==> src/rtl/cpu_types.sv <==
// rtl/cpu_types.sv - shared OTTER pipeline types and constants
package cpu_types;

    localparam int OTTER_WB_DEPTH = 3;
    localparam int OTTER_LOAD_LAT = 1;

    typedef logic [$clog2(OTTER_WB_DEPTH+1)-1:0] fwd_sel_t;

    typedef enum logic [1:0] {
        FWD_RF  = 2'd0,
        FWD_WB  = 2'd1,
        FWD_MEM = 2'd2,
        FWD_EX  = 2'd3
    } fwd_src_e;

endpackage

==> src/rtl/otter_sb_entry.sv <==
// rtl/otter_sb_entry.sv - one register's retire/ready countdown pair
module otter_sb_entry #(
    parameter int WB_DEPTH    = 3,
    parameter int ALU_LAT     = 0,
    parameter int LOAD_LAT    = 1,
    parameter int FLUSH_DEPTH = 2,
    parameter int RC_W        = 2,
    parameter int RDY_W       = 1
) (
    input  logic             CLK,
    input  logic             RST_N,
    input  logic             issue_hit,
    input  logic             issue_is_load,
    input  logic             flush,
    output logic [RC_W-1:0]  retire_cnt,
    output logic [RDY_W-1:0] ready_cnt
);

    // Entries above this retire count are the young stages a flush squashes.
    localparam logic [RC_W-1:0]  FLUSH_THR   = RC_W'(WB_DEPTH - FLUSH_DEPTH);
    localparam logic [RC_W-1:0]  RETIRE_INIT = RC_W'(WB_DEPTH);
    localparam logic [RDY_W-1:0] LOAD_INIT   = RDY_W'(LOAD_LAT);
    localparam logic [RDY_W-1:0] ALU_INIT    = RDY_W'(ALU_LAT);

    // Flush squash beats issue (issue is already gated by flush), issue beats decrement.
    always_ff @(posedge CLK) begin
        if (!RST_N) begin
            retire_cnt <= '0;
            ready_cnt  <= '0;
        end else if (flush && (retire_cnt > FLUSH_THR)) begin
            retire_cnt <= '0;
            ready_cnt  <= '0;
        end else if (issue_hit) begin
            retire_cnt <= RETIRE_INIT;
            ready_cnt  <= issue_is_load ? LOAD_INIT : ALU_INIT;
        end else begin
            if (retire_cnt != '0) retire_cnt <= retire_cnt - RC_W'(1);
            if (ready_cnt != '0)  ready_cnt  <= ready_cnt - RDY_W'(1);
        end
    end

endmodule

==> src/rtl/otter_decode_scoreboard.sv <==
// rtl/otter_decode_scoreboard.sv - decode-stage hazard scoreboard with stall and forwarding select
module otter_decode_scoreboard
    import cpu_types::*;
#(
    parameter int NUM_REGS    = 32,
    parameter int ADDR_W      = 5,
    parameter int WB_DEPTH    = OTTER_WB_DEPTH,
    parameter int ALU_LAT     = 0,
    parameter int LOAD_LAT    = OTTER_LOAD_LAT,
    parameter int FLUSH_DEPTH = 2,
    parameter int CNT_W       = 32,
    parameter int FSW         = $clog2(WB_DEPTH+1)
) (
    input  logic              CLK,
    input  logic              RST_N,
    input  logic              issue_valid,
    input  logic [ADDR_W-1:0] issue_rd,
    input  logic              issue_rd_used,
    input  logic              issue_is_load,
    input  logic [ADDR_W-1:0] rs1_addr,
    input  logic [ADDR_W-1:0] rs2_addr,
    input  logic              rs1_used,
    input  logic              rs2_used,
    input  logic              flush,
    output logic              stall,
    output logic [FSW-1:0]    fwd_sel_a,
    output logic [FSW-1:0]    fwd_sel_b,
    output logic [NUM_REGS-1:0] busy,
    output logic [CNT_W-1:0]  stall_count
);

    localparam int RDY_MAX = (LOAD_LAT > ALU_LAT) ? LOAD_LAT : ALU_LAT;
    localparam int RDY_W   = (RDY_MAX < 1) ? 1 : $clog2(RDY_MAX+1);

    logic [FSW-1:0]   retire_cnt [NUM_REGS];
    logic [RDY_W-1:0] ready_cnt  [NUM_REGS];

    logic rs1_live;
    logic rs2_live;
    logic issue_ok;

    // x0 is hard-wired: never busy, never forwarded, never stalls.
    assign retire_cnt[0] = '0;
    assign ready_cnt[0]  = '0;
    assign busy[0]       = 1'b0;

    // One counter pair per architectural register except x0.
    for (genvar r = 1; r < NUM_REGS; r++) begin : g_entry
        otter_sb_entry #(
            .WB_DEPTH    (WB_DEPTH),
            .ALU_LAT     (ALU_LAT),
            .LOAD_LAT    (LOAD_LAT),
            .FLUSH_DEPTH (FLUSH_DEPTH),
            .RC_W        (FSW),
            .RDY_W       (RDY_W)
        ) u_entry (
            .CLK           (CLK),
            .RST_N         (RST_N),
            .issue_hit     (issue_ok && (issue_rd == ADDR_W'(r))),
            .issue_is_load (issue_is_load),
            .flush         (flush),
            .retire_cnt    (retire_cnt[r]),
            .ready_cnt     (ready_cnt[r])
        );
        assign busy[r] = (retire_cnt[r] != '0);
    end

    assign rs1_live = rs1_used && (rs1_addr != '0);
    assign rs2_live = rs2_used && (rs2_addr != '0);

    // Hazard detection and forwarding select are purely combinational on the decode sources.
    always_comb begin
        stall     = 1'b0;
        fwd_sel_a = '0;
        fwd_sel_b = '0;
        if (issue_valid && !flush &&
            ((rs1_live && (ready_cnt[rs1_addr] != '0)) ||
             (rs2_live && (ready_cnt[rs2_addr] != '0)))) begin
            stall = 1'b1;
        end
        if (rs1_live) fwd_sel_a = retire_cnt[rs1_addr];
        if (rs2_live) fwd_sel_b = retire_cnt[rs2_addr];
    end

    assign issue_ok = issue_valid && !stall && !flush && issue_rd_used && (issue_rd != '0);

    // Saturating count of cycles spent stalled.
    always_ff @(posedge CLK) begin
        if (!RST_N) begin
            stall_count <= '0;
        end else if (stall && (stall_count != '1)) begin
            stall_count <= stall_count + CNT_W'(1);
        end
    end

endmodule

==> config.mk <==
export PLATFORM = sky130hd
export DESIGN_NAME = otter_decode_scoreboard
export DESIGN_NICKNAME = d
export VERILOG_FILES = /design/src/rtl/cpu_types.sv /design/src/rtl/otter_sb_entry.sv /design/src/rtl/otter_decode_scoreboard.sv
export SDC_FILE = /design/constraint.sdc
export NUM_CORES = 1
export LEC_CHECK = 0
export CORE_UTILIZATION = 65
export CTS_CLUSTER_SIZE = 24
export DETAILED_ROUTE_END_ITERATION = 8
export DONT_BUFFER_PORTS = 1
export PLACE_DENSITY = 0.81
export SYNTH_ARGS = -nofsm -noshare
export SYNTH_HDL_FRONTEND = slang
export SYNTH_SLANG_ARGS = --single-unit
==> constraint.sdc <==
create_clock -name CLK -period 3.5 [get_ports CLK]
set_clock_uncertainty 0.1 [all_clocks]
set_input_delay 0.35 -clock CLK [delete_from_list [all_inputs] [get_ports CLK]]
set_output_delay 0.35 -clock CLK [all_outputs]
set_load 0.02 [all_outputs]
==> results.sh <==
export IMPL_synth_ff_latch_count=125
export IMPL_dr_total_vias=6723
export IMPL_cts_tree="built"
export IMPL_ctsResizeCount=0
export IMPL_routed_wl_um=21000
export IMPL_max_freq_ghz=0.331
export IMPL_timing_hold_worst_start="RST_N"
export IMPL_holdPathEnd="g_entry[19].u_entry.retire_cnt[1]$_SDFFE_PP0P_"
export IMPL_cp_data_arrival_time_ps=3240
export IMPL_area_growth_syn_to_layout_pct=8.28
export IMPL_reg2reg_slack_ps=480
export IMPL_clk_pin_slew_worst_paths_ps=60
export IMPL_fin_util=0.722
export IMPL_min_delay_path_depth=2
export IMPL_final_hold_violation_count=0
export IMPL_worst_setup_path_end_kind="flip-flop"
export IMPL_cell_leakage_power_uw=0.00334
export IMPL_power_density_cell_area_nw_per_um2=769
export IMPL_max_rail_drop_vdd_mv=0.463
export IMPL_initial_core_utilization=0.666
export IMPL_insertion_delay_ps=430
export IMPL_fp_coreArea_um2=12000
export IMPL_cts_repair_timing_setup_buffer_count=0
export IMPL_critical_path_reg2reg_startpoint="stall_count[6]$_SDFFE_PN0P_"
export IMPL_critical_path_startpoint_type="flip-flop"
export IMPL_fill_count=857
export IMPL_timing_worst_slew_pin_value_ps=926
export IMPL_synth_cell_area_um2=8010
export IMPL_post_drt_via_cell_ratio=6.64
export IMPL_path_max_fanout=15
export IMPL_gp_congestion=0.938
export IMPL_detail_route_first_pass_iterations=8
export IMPL_cap_violations=0
export IMPL_layout_worst_path_cycle_share=0.864
export IMPL_globalRouteOverflowTotal=0
export IMPL_synth_edf_count=0
export IMPL_io_buffer_count=0
export IMPL_r2r_worst_path_cells=9
export IMPL_cts_made_buffers=17
export IMPL_dominantRegCellSynth="sky130_fd_sc_hd__dfxtp_1"
export IMPL_synth_cell_types=59
export IMPL_grt_setup_unrepaired="no"
export IMPL_synthesis_nets=956
export IMPL_setup_viol=0
export IMPL_status="completed"
export IMPL_clock_tree_root_cell="sky130_fd_sc_hd__clkbuf_16"
export IMPL_post_route_min_period_ps=3020
export IMPL_required_ps=3720
export IMPL_global_route_usage_total=0.341
export IMPL_drtIter0Drc=744
export IMPL_synth_yosys_seq_area_share=0.313
export IMPL_floorplan_die_area_um2=12800
export IMPL_post_syn_instances=870
export IMPL_dpl_hpwl_um=14600
export IMPL_post_synth_cell_area_avg_um2=9.20
export IMPL_clk_path_buf_depth=2
export IMPL_io_pin_count=92
export IMPL_grt_first_pass_wirelength_um=33700
export IMPL_worstSetupPathType="flip-flop to flip-flop"
export IMPL_hold_path_class="primary input to flip-flop"
export IMPL_drive_above_1_share=0.153
export IMPL_antenna_cells_inserted=0
export IMPL_reg2reg_to="stall_count[14]$_SDFFE_PN0P_"
export IMPL_grt_antenna_before_repair=0
export IMPL_slew_hr=0.382
export IMPL_slew_viol_final=0
export IMPL_asyncSetResetFlopFracSynth=0
export IMPL_clock_sinks=125
export IMPL_setup_total_negative_slack_ps=0
export IMPL_die_w_um=113
export IMPL_antenna_violating_nets_post_route=0
export IMPL_finish_net_count=938
export IMPL_routedWlPerCell_um=20.7
export IMPL_first_global_vias=6783
export IMPL_ctsHtreeMaxLevel=4
export IMPL_grt_max_degree=33
export IMPL_chipHeight_um=113
export IMPL_std_cell_rows=40
export IMPL_detail_route_drc_violations=0
export IMPL_yosys_warnings=0
power breakdown:
part	internal (µW)	switching (µW)	leakage [µW]
registers	1720	350	0.00102
clock network	1310	660	0.000322
logic	1170	1460	0.00200
total	4200	2470	0.00334
cell type report:
type,count,area [µm²],share of cell area
Multi-Input combinational cell,600,4880,0.563
Sequential cell,125,2500,0.289
Clock buffer,20,467,0.0538
Inverter,99,372,0.0429
Clock inverter,12,190,0.0219
Tap cell,147,184,0.0212
Timing Repair Buffer,9,70.1,0.00808
worst max-delay path, stage by stage, from the launching register on:
cell and delay [ps]:
sky130_fd_sc_hd__dfxtp_1 540, sky130_fd_sc_hd__nand4_1 220, sky130_fd_sc_hd__or4_1 630, sky130_fd_sc_hd__nand2b_4 230, sky130_fd_sc_hd__or2_4 250, sky130_fd_sc_hd__o21ai_4 340, sky130_fd_sc_hd__or2_1 180, sky130_fd_sc_hd__buf_4 170
sky130_fd_sc_hd__nor3_1 60, sky130_fd_sc_hd__o21a_1 180
synthesized netlist by cell type (all sizes together), types with 6 or more instances:
master / count / area share
buf: 30 / 0.023
nand3: 29 / 0.018
nand3b: 19 / 0.018
xnor2: 14 / 0.015
nor2: 43 / 0.020
a21oi: 76 / 0.048
mux2: 33 / 0.046
mux2i: 12 / 0.015
nand2: 70 / 0.034
clkbuf: 16 / 0.0075
ha: 63 / 0.098
and3: 6 / 0.0047
or3: 7 / 0.0055
nor4: 10 / 0.0078
inv: 98 / 0.046
mux4: 47 / 0.13
nor2b: 12 / 0.0097
xor2: 31 / 0.034
nor3: 28 / 0.018
dfxtp: 125 / 0.31
o21ai: 27 / 0.018
nand4: 25 / 0.020
repair_timing:
item	CTS	global route
hold buffers	1	0
endpoints found under the hold margin	19	0
endpoints found under the setup margin	0	0
registers in the layout, summed over array words and instances (netlist names):
register	count
stall_count	32
g_entry.u_entry.ready_cnt	31
g_entry.u_entry.retire_cnt	62
stage by stage:
| stage | worst slack [ps] | instances | total power [µW] | area, µm² | hold WS (ps) |
|---|---|---|---|---|---|
| finish | 478 | 1012 | 6670 | 8670 | 11.5 |
| global route | 309 | 1012 | 7040 | 8670 | 9.84 |
| CTS | 513 | 1012 | 6650 | 8670 | 11.8 |
| detailed placement | 535 | 979 | 4650 | 8000 | 391 |
| global placement | 627 | 979 | 4400 | 8000 | 373 |
| floorplan | 584 | 870 | 4150 | 8010 | 435 |
kinds of logic (layout without fill, tap and decap cells):
kind of cell | count (synthesis) | in the layout | synth area share
flops | 125 | 125 | 0.313
other cells | 1 | 1 | 0.000468
buf+inv | 145 | 140 | 0.0774
simple gates | 273 | 273 | 0.178
xor+xnor | 45 | 45 | 0.0492
fa+ha+maj | 63 | 63 | 0.0985
mux | 92 | 92 | 0.194
compound gates | 126 | 126 | 0.0899
layer usage:
metal,track usage,part of all wire,routed length [µm],up-vias
met5,0,0,0,-
met2,0.585,0.49,10200,413
met3,0.104,0.10,2180,100
met4,0.180,0.041,850,0
li1,-,-,-,3031
met1,0.382,0.37,7770,3179
worst max-delay path by stage:
stage	from	end	slack, ps	cells past startpoint
final	stall_count[6]$_SDFFE_PN0P_	stall_count[14]$_SDFFE_PN0P_	480	9
after detailed placement	stall_count[6]$_SDFFE_PN0P_	stall_count[29]$_SDFFE_PN0P_	530	9
after CTS	stall_count[6]$_SDFFE_PN0P_	stall_count[29]$_SDFFE_PN0P_	510	9
after global routing	stall_count[6]$_SDFFE_PN0P_	stall_count[4]$_SDFFE_PN0P_	310	9
after global placement	stall_count[6]$_SDFFE_PN0P_	stall_count[29]$_SDFFE_PN0P_	630	9
after floorplan	rs1_addr[0]	fwd_sel_a[0]	580	7
layout by cell type (no fill, tap or decap), types with 6 or more instances in the layout:
| cell type | n |
|---|---|
| sky130_fd_sc_hd__nand3_1 | 29 |
| sky130_fd_sc_hd__xor2_1 | 31 |
| sky130_fd_sc_hd__ha_1 | 63 |
| sky130_fd_sc_hd__mux4_2 | 47 |
| sky130_fd_sc_hd__nor2b_1 | 11 |
| sky130_fd_sc_hd__xnor2_1 | 14 |
| sky130_fd_sc_hd__mux2i_1 | 12 |
| sky130_fd_sc_hd__a21oi_1 | 76 |
| sky130_fd_sc_hd__clkbuf_16 | 17 |
| sky130_fd_sc_hd__o21ai_0 | 24 |
| sky130_fd_sc_hd__dfxtp_1 | 125 |
| sky130_fd_sc_hd__nor3_1 | 27 |
| sky130_fd_sc_hd__buf_4 | 8 |
| sky130_fd_sc_hd__or3_1 | 7 |
| sky130_fd_sc_hd__nor4_1 | 10 |
| sky130_fd_sc_hd__nand4_1 | 25 |
| sky130_fd_sc_hd__and3_1 | 6 |
| sky130_fd_sc_hd__inv_1 | 98 |
| sky130_fd_sc_hd__mux2_2 | 33 |
| sky130_fd_sc_hd__nand2_1 | 65 |
| sky130_fd_sc_hd__nand3b_1 | 19 |
| sky130_fd_sc_hd__nor2_1 | 43 |
(Power assumes the default switching activity.)
